### config.mk
export PLATFORM = sky130hd
export DESIGN_NAME = packet_arbitration_multiplexer
export DESIGN_NICKNAME = d
export VERILOG_FILES = /design/src/rtl/packet_arbitration_multiplexer.sv
export SDC_FILE = /design/constraint.sdc
export NUM_CORES = 1
export LEC_CHECK = 0
export CORE_MARGIN = 2
export CORE_UTILIZATION = 39
export DETAILED_ROUTE_END_ITERATION = 7
export GPL_TIMING_DRIVEN = 0
export PLACE_DENSITY = 0.85
export SETUP_SLACK_MARGIN = 0.2
export SLEW_MARGIN = 5
export SYNTH_ARGS = -nofsm -noshare
export SYNTH_HDL_FRONTEND = slang
export SYNTH_SLANG_ARGS = --single-unit
### constraint.sdc
create_clock -name clock -period 3.1 [get_ports clock]
set_clock_uncertainty 0.05 [all_clocks]
set_input_delay 0.31 -clock clock [delete_from_list [all_inputs] [get_ports clock]]
set_output_delay 0.31 -clock clock [all_outputs]
set_load 0.005 [all_outputs]
### src/rtl/packet_arbitration_multiplexer.sv
// Packet-locked N:1 multiplexer driven by an external priority arbiter, one-entry output register.
// Optional PACKET_ARBITRATION_MULTIPLEXER_BYPASS_EN accepts the first beat in the grant cycle.
module packet_arbitration_multiplexer #(
    parameter int unsigned SIZE  = 4,
    parameter int unsigned WIDTH = 8
) (
    input  logic                    clock,
    input  logic                    reset,
    input  logic [SIZE-1:0]         input_valid,
    output logic [SIZE-1:0]         input_ready,
    input  logic [SIZE*WIDTH-1:0]   input_data,
    input  logic [SIZE-1:0]         input_last,
    output logic [SIZE-1:0]         arbiter_requests,
    input  logic [SIZE-1:0]         arbiter_grant,
    output logic                    output_valid,
    input  logic                    output_ready,
    output logic [WIDTH-1:0]        output_data,
    output logic                    output_last,
    output logic [$clog2(SIZE)-1:0] output_source
);

    localparam int unsigned IdxW = $clog2(SIZE);

    typedef enum logic [0:0] {StIdle, StLocked} state_e;

    state_e          state_q, state_d;
    logic [IdxW-1:0] owner_q, owner_d;
    logic            valid_q, valid_d;
    logic [WIDTH-1:0] data_q, data_d;
    logic            last_q, last_d;
    logic [IdxW-1:0] source_q, source_d;

    logic [SIZE-1:0] masked_grant;
    logic [IdxW-1:0] grant_idx;
    logic [IdxW-1:0] sel;
    logic            can_accept;
    logic            accept;

    // Grants for channels without a valid beat are dropped; lowest surviving bit wins.
    always_comb begin
        masked_grant = arbiter_grant & input_valid;
        grant_idx    = '0;
        for (int i = SIZE - 1; i >= 0; i--) begin
            if (masked_grant[i]) begin
                grant_idx = IdxW'(i);
            end
        end
    end

    assign can_accept = !valid_q || output_ready;

    always_comb begin
        state_d          = state_q;
        owner_d          = owner_q;
        arbiter_requests = '0;
        input_ready      = '0;
        accept           = 1'b0;
        sel              = owner_q;
        case (state_q)
            StIdle: begin
                arbiter_requests = input_valid;
                if (masked_grant != '0) begin
                    owner_d = grant_idx;
                    sel     = grant_idx;
                    state_d = StLocked;
`ifdef PACKET_ARBITRATION_MULTIPLEXER_BYPASS_EN
                    if (can_accept) begin
                        input_ready[grant_idx] = 1'b1;
                        accept                 = 1'b1;
                        if (input_last[grant_idx]) begin
                            state_d = StIdle;
                        end
                    end
`endif
                end
            end
            StLocked: begin
                input_ready[owner_q] = can_accept;
                accept               = can_accept && input_valid[owner_q];
                if (accept && input_last[owner_q]) begin
                    state_d = StIdle;
                end
            end
            default: state_d = StIdle;
        endcase
        // Nothing is handshaken while reset is applied, so an in-flight packet is abandoned.
        if (reset) begin
            input_ready = '0;
            accept      = 1'b0;
        end
    end

    always_comb begin
        valid_d  = valid_q;
        data_d   = data_q;
        last_d   = last_q;
        source_d = source_q;
        if (accept) begin
            valid_d  = 1'b1;
            data_d   = input_data[sel*WIDTH +: WIDTH];
            last_d   = input_last[sel];
            source_d = sel;
        end else if (output_ready) begin
            valid_d = 1'b0;
        end
    end

    always_ff @(posedge clock) begin
        if (reset) begin
            state_q  <= StIdle;
            owner_q  <= '0;
            valid_q  <= 1'b0;
            data_q   <= '0;
            last_q   <= 1'b0;
            source_q <= '0;
        end else begin
            state_q  <= state_d;
            owner_q  <= owner_d;
            valid_q  <= valid_d;
            data_q   <= data_d;
            last_q   <= last_d;
            source_q <= source_d;
        end
    end

    assign output_valid  = valid_q;
    assign output_data   = data_q;
    assign output_last   = last_q;
    assign output_source = source_q;

endmodule

### Word-level counts from Yosys, hierarchy flattened

Index checks and enable logic that the tools add are counted.

| cells by class | value |
|---|---|
| $lt $le $gt $ge | 3 |
| divide/modulo/power cells | 0 |
| $add $sub $neg | 0 |
| muxes and demuxes | 24 |
| bitwise operators | 3 |
| shift-type cells | 1 |
| $mul | 0 |
| equal/unequal tests | 0 |
| reduce and logical (&&, ||, !) cells | 7 |

Operators with widths:

| cell | number |
|---|---|
| variable part select 32 x 6 -> 8 bit | 1 |
| two-way mux 2 bit | 6 |
| two-way mux 4 bit | 3 |
| two-way mux 1 bit | 10 |
| AND 4 bit | 2 |
| binary-select mux 1 bit (select 2 bit) | 3 |
| less-than comparator 2 x 3 -> 1 bit (second input constant) | 2 |
| nonzero test 4 bit | 1 |
| logical AND 1 bit | 3 |
| demux 1 bit (select 2 bit) | 1 |
| >= comparator 2 x 1 -> 1 bit (second input constant) | 1 |
| one-hot mux 1 bit (2 select lines) | 1 |
| nonzero test 2 bit | 1 |
| logical NOT 1 bit | 1 |
| logical OR 1 bit | 1 |
| inverter 1 bit | 1 |

| storage, ports and cells | value |
|---|---|
| bits in registers | 15 |
| output and inout port bits | 20 |
| bits in latches | 0 |
| ROM bits | 0 |
| bits in writable memories | 0 |
| memories | 0 |
| bits of input ports | 47 |
| logic and storage cells | 44 |

### Logic depth before layout (Yosys ltp)

Gate-level depths: netlist of the first run.

| depth | value |
|---|---|
| depth in word-level cells | 9 |
| mapped depth | 7 |
| gate-level depth less buffers | 5 |

### Worst setup path before layout of the first run

No wires, ideal clock.

| path | value |
|---|---|
| path type | register -> register |
| from | register owner_q[1] |
| to | register data_q[6], in the netlist output_data[6] |
| stages on the path, launching flop included | 6 |
| required time | 2.963 ns |
| period minus slack after synthesis | 1.505 ns |
| arrival | 1.368 ns |
| setup time | 0.087 ns |
| path slack | 1.595 ns |
| path buffers | 1 |
| path through | dfxtp_1 -> buf_6 -> mux4_2 -> a31oi_4 -> nand2_1 -> o31ai_1 |

| between the ends | value |
|---|---|
| cells in the longest elaborated chain, start to end | 5 |
| elaborated cells on any way between the ends | 8 |
| classes of those cells | 1 x shift; 6 x mux; 1 x reduce/logical |

Ends and longest elaborated chain:

| item | line | source |
|---|---|---|
| start, declared | 27 | `logic [IdxW-1:0] owner_q, owner_d;` |
| start signal, assigned | 118 | `owner_q <= owner_d;` |
| parallel branches: the longest is 5 deep, another holds variable part select 32 x 6 -> 8 bit | -- |  |
| end signal, assigned | 120 | `data_q <= data_d;` |
| end, declared | 29 | `logic [WIDTH-1:0] data_q, data_d;` |

Parallel ways; which one is timed is not known. The select of a mux whose other input is x is not followed.
A chain may end at the register's enable or synchronous reset.

### Worst setup path in the final report of the first run

| path | value |
|---|---|
| from | input port output_ready |
| to | output port input_ready[2] |

| between the ends | value |
|---|---|
| cells in the longest elaborated chain, start to end | 4 |

Ends and longest elaborated chain:

| item | line | source |
|---|---|---|
| start, declared | 16 | `input logic output_ready,` |
| logical OR 1 bit | 50 | `assign can_accept = !valid_q \|\| output_ready;` |
| AND 4 bit (no source line) | -- |  |
| two-way mux 4 bit | 59 | `case (state_q)` |
| two-way mux 4 bit | 87 | `if (reset) begin` |
| end, declared | 10 | `output logic [SIZE-1:0] input_ready,` |

No other way between the ends.

==> impl_results.md, run 1 <==
* Switching share of power at 33.8%
* Cell area power density at 344 mW/mm^2
* Layout cells sized above 1 at 8.63%
* Crit-path max FO at 6
* TritonCTS clock tree: built
* Post-synth top flop: dfxtp_1
* Post-synthesis net count at 175
* Synth area leaders: dfxtp_1, a211oi_1, and3_1, o31ai_1, nand2_1
* Via Count at 1,329
* Post-DP HPWL at 2860 um
* Pwr Total at 609 uW
* Async set-reset flop share out of synthesis at 0%
* F_max at 419 MHz
* Syn_area_per_cell at 8.24 um^2
* Hold crit path type: primary input to flop
* Synth Instances at 128
* Final worst path period share at 76.9%
* Minimum clock period at 2390 ps
* Vert. Die Dim at 56.0 um
* Post-CTS sizing at 0
* Final instance area at 0.00177 mm^2
* Clock Sinks at 15
* Non-filler cells, final at 227
* DRT Wirelength at 3700 um
* Outcome: complete, no violations
* Distinct cells, synth at 33
* Antenna Diode Count at 0
* Post-Syn Area at 0.00105 mm^2
* Count of final setup violators at 0
* Remaining DRCs at 0
* Rel. slew slack at 63.8%
* Required @ worst endpoint at 2740 ps
* Worst skew pair latency at 300 ps
* EDFF count, synth at 0
* CP startpoint kind: primary input
* Cells after DPL at 223
* RSZ-0062 raised after global routing: false
* Pleak at 0.684 nW
* ANT nets after route at 0
* Die ar. at 0.00314 mm^2
* Flop pwr share at 35.7%
* Peak supply drop at 0.320 mV
* PortBufs at 65
* Tightest Pin Transition at 543 ps
* Seq/Total Area, Yosys at 28.5%
* Top-count cell post-synth: and3_1
* Synth Register Bits at 15
* Clk root buf: clkbuf_4
* Largest net degree at the start of global routing at 11
* Area of the multi-input gates at 689 um^2
* Hold WS at 384 ps
* Commonest cells in the netlist: and3_1, a211oi_1, dfxtp_1, nand2_1, o31ai_1
* # rows at 18
* Vias in the first global route at 1,326
* Worst setup EP type: output pin
* Slew Viols, Final at 0
* Post-DP Area at 0.00174 mm^2
* Internal at 403 uW
* Via density at 5.85
* Area Growth Syn to Fin at 67.9%
* Core area at 0.00252 mm^2
* Detailed Routing Iterations Pass 1 at 5
* Congestion Overflow GR at 0
* Proportion of power drawn by the clock network at 19.9%
* H-tree levels at 1
* Warnings from Yosys at 0
* CTS max path bufs at 2
* I/O Pins at 67
* Final Hold Fails at 0
* GRT Overall Usage at 23.7%
* FF+latch area at 300 um^2
* FILL cells at 219
* Antenna violations before repair at 0
* Synth top area share at 28.5%
* First-pass GRT wire length at 5910 um
* Max-Cap Viols at 0
* Wirelength per Cell at 16.3 um
* Setup TNS at 0 ps
* Fin nets at 245
* Initial drt markers at 56
* Gpl congestion at 0.858
* Hold_buf cts at 0
* Die width at 56.0 um
* Total CTS buffers at 3
* Combinational power share at 44.3%
* Initial core utilization at 41.8%
* Post-CTS Setup Inserts at 0
* Critical path class: primary input to output pin
* Top cell type by total area after synthesis: dfxtp_1
* Clock slew at reported path FFs at 100 ps
* Switch Pwr at 206 uW
* Crit path DAT at 2030 ps
[final timing paths]
path	startpoint	to	slack, ps	cells past startpoint
worst min-delay path	reset	owner_q[1]	380	2
worst max-delay path	output_ready	input_ready[2]	710	7
worst max register to register	owner_q[1]	output_last	1400	5
worst min register to register	output_data[0]	output_data[0]	410	2
[metrics by stage]
| stage | worst slack, ps | utilization [%] |
|---|---|---|
| after floorplan | 1590 | - |
| after global placement | 740 | 69.1 |
| after detailed placement | 748 | 69.1 |
| after CTS | 745 | 70.2 |
| after global routing | 638 | 70.2 |
| final | 715 | 70.2 |
[power groups by stage]
stage	clock network (mW)	logic, mW	registers [mW]
finish	0.121	0.270	0.218
global route	0.136	0.291	0.219
CTS	0.126	0.269	0.218
detailed placement	0	0.268	0.222
global placement	0	0.259	0.221
floorplan	0	0.134	0.222
[state kept, by name, indices dropped and copies added (netlist names)]
register       count
output_valid       1
state_q            1
output_source      2
output_data        8
owner_q            2
output_last        1
[logic make-up after synthesis]
family          after synthesis  synth area share (%)
simple gates                 55                  28.1
compound gates               45                  33.2
flops                        15                  28.5
buf+inv                      10                  6.17
mux                           3                  4.03
[routing by layer]
metal	track usage, %	part of all wire, %
met1	26.3	40
met2	42.0	52
met3	5.58	5.4
met4	11.2	2.6
met5	0	0
[worst max-delay path: stages]
cell and delay (ps):
clkdlybuf4s50_1 450, nand2b_1 210, nand2_1 180, nor2_1 190, nand2_1 90, nor2_1 80
clkdlybuf4s50_1 510
[area by class of cell]
class | count | area share (%)
Buffer | 9 | 3.46
Clock buffer | 3 | 1.27
Clock inverter | 1 | 0.283
Inverter | 1 | 0.212
Multi-Input combinational cell | 103 | 38.9
Sequential cell | 15 | 17.0
Tap cell | 30 | 2.12
Timing Repair Buffer | 65 | 36.7
[layout by cell type, fill, tap and decap left out, drive strengths merged, types with 2 or more instances in the layout]
| master | n |
|---|---|
| a21oi | 7 |
| nand3 | 3 |
| o31ai | 9 |
| nor2b | 4 |
| mux2i | 2 |
| a211oi | 18 |
| clkbuf | 5 |
| dfxtp | 15 |
| o21ai | 4 |
| buf | 7 |
| clkdlybuf4s50 | 65 |
| and3 | 19 |
| nor2 | 7 |
| nand2 | 16 |
(Power assumes the default switching activity.)
==> run 2, diff against run 1 <==
- CORE_UTILIZATION: 39 -> 36
- PLACE_DENSITY: 0.85 -> 0.79
- clock period: 3.1 -> 2.3 ns (I/O delays scaled with it)
==> run 2 against run 1 <==
Wire length fell by 0.19%. Sequential power rose by 35%. Sequential share of layout area is 0.31 points lower. Combinational power is 37% higher.
==> impl_results.md, run 2 (same netlist as run 1, synthesis figures left out) <==
* Clk root buf: clkbuf_4
* Minimum clock period at 2030 ps
* Required @ worst endpoint at 2020 ps (-720 ps)
* Worst reg2reg endpoint: output_data[6]
* RSZ-0062 raised after global routing: false
* Largest net degree at the start of global routing at 11 (unchanged)
* CP startpoint kind: primary input
* Crit path DAT at 1750 ps (-280 ps)
* CTS max path bufs at 2 (unchanged)
* Crit-path max FO at 6 (unchanged)
* Die ar. at 0.00338 mm^2 (+7.7%)
* Tightest Pin Transition at 642 ps (+98.9 ps)
* Cell area power density at 457 mW/mm^2 (+33%)
* Pleak at 0.711 nW (+3.9%)
* Final instance area at 0.00180 mm^2 (+1.8%)
* Final worst path period share at 88.1%
* ANT nets after route at 0 (unchanged)
* Antenna violations before repair at 0 (unchanged)
* Layout cells sized above 1 at 11.2% (+2.5 points)
* Initial core utilization at 37.9% (-3.9 points)
* Die width at 58.1 um (+3.8%)
* Core area at 0.00278 mm^2 (+10%)
* Clock slew at reported path FFs at 100 ps (about the same)
* Post-DP Area at 0.00174 mm^2 (about the same)
* Worst skew pair latency at 290 ps (about the same)
* Pwr Total at 825 uW (+35%)
* Setup TNS at 0 ps (unchanged)
* Hold_buf cts at 0 (unchanged)
* Worst setup path start: output_ready
* Hold Crit Start: reset
* Via Count at 1,294 (-2.6%)
* First-pass GRT wire length at 5870 um (-0.71%)
* Most common cell after layout, fill and taps aside: clkdlybuf4s50_1
* Vias in the first global route at 1,287 (-2.9%)
* Leading cell types in the layout, fill and taps excluded: clkdlybuf4s50_1, and3_1, a211oi_1, dfxtp_1, nand2_1
* Final Hold Fails at 0 (unchanged)
* Area Growth Syn to Fin at 70.9%
* Peak supply drop at 0.355 mV (+11%)
* Worst setup EP type: output pin
* Vert. Die Dim at 58.1 um (+3.8%)
* Gpl congestion at 0.858 (about the same)
* Reg2Reg Setup Slack at 590 ps (-810 ps)
* F_max at 494 MHz
* Max-Cap Viols at 0 (unchanged)
* Max FFs per register at 8 (unchanged)
* Initial drt markers at 38 (-32%)
* Via density at 5.68 (-3.1%)
* Remaining DRCs at 0 (unchanged)
* I/O Pins at 67 (unchanged)
* TritonCTS clock tree: built
* Count of final setup violators at 0 (unchanged)
* Post-CTS Setup Inserts at 0 (unchanged)
* Rel. slew slack at 57.2% (-6.6 points)
* Critical path class: primary input to output pin
* Antenna Diode Count at 0 (unchanged)
* Clock Sinks at 15 (unchanged)
* # rows at 19 (+1)
* Hold crit path type: primary input to flop
* Slew Viols, Final at 0 (unchanged)
* Reg2reg start: state_q
* Detailed Routing Iterations Pass 1 at 4 (-1)
* Congestion Overflow GR at 0 (unchanged)
* Fin nets at 245 (unchanged)
* Wirelength per Cell at 16.2 um (-0.63%)
* CP endpoint: input_ready[3]
* GRT Overall Usage at 22.6% (-1.1 points)
* PortBufs at 65 (unchanged)
* H-tree levels at 1 (unchanged)
* Post-DP HPWL at 2830 um (-1.0%)
* Total CTS buffers at 3 (unchanged)
* R2r worst-path depth at 6 (+1)
* Outcome: complete, no violations
* Hold Crit Depth at 2 (unchanged)
* DRT Wirelength at 3690 um (-0.19%)
[run 2: changes by cell type in the layout (fill, tap and decap cells not counted), sizes merged]
cell / change
clkdlybuf4s50: -1
dlymetal6s2s: +1
[run 2: final cells by class]
cell class                 count  area [um^2]
multi-input combinational    103          713
fill                         255          978
timing repair buffer          65          653
buffer                         9         66.3
inverter                       1         3.75
sequential                    15          300
tap                           31         38.8
clock buffer                   3         22.5
clock inverter                 1         5.00
[run 2: critical path, stage by stage]
cell and delay [ps]:
clkdlybuf4s50_1 440, nand2b_2 190, nand2_4 110, nor2_4 110, and3_1 160, clkdlybuf4s50_1 510
[run 2: how the worst min path moves through the flow]
stage	slack (ps)	endpoint
floorplan	400	output_data[0]
global placement	380	output_data[2]
detailed placement	390	output_data[0]
CTS	330	owner_q[1]
global route	380	output_source[0]
finish	360	owner_q[1]
[run 2: metal layers]
layer | track usage [%] | share of wire, % | up-vias
met4 | 2.99 | 0.30 | 0
met2 | 41.7 | 53 | 43
met5 | 0 | 0 | -
li1 | - | - | 630
met3 | 5.80 | 4.4 | 2
met1 | 26.8 | 43 | 619
[run 2: report_power, final]
part / internal [mW] / switching, mW
clock network: 0.0648 / 0.0963
logic: 0.201 / 0.169
registers: 0.282 / 0.0128
[run 2: per-stage QoR]
stage | worst slack (ps) | hold WS (ps) | utilization (%) | std cells
3_5_place_dp | 25.9 | 390 | 62.7 | 224
5_1_grt | 211 | 378 | 64.8 | 228
6_report | 274 | 356 | 64.8 | 228
2_1_floorplan | 795 | 399 | - | 128
4_1_cts | 204 | 329 | 64.2 | 228
3_3_place_gp | 95.9 | 382 | 62.7 | 224
[run 2: repair_timing]
action	CTS	global route
endpoints found under the setup margin	4	4
endpoints found under the hold margin	0	0
gates resized for setup	5	4
==> run 3, diff against run 2 <==
- ABC_CLOCK_PERIOD_IN_PS: unset -> 2300
==> results of run 3 <==
The final DEF is identical to that of run 2; final timing and power are the same.
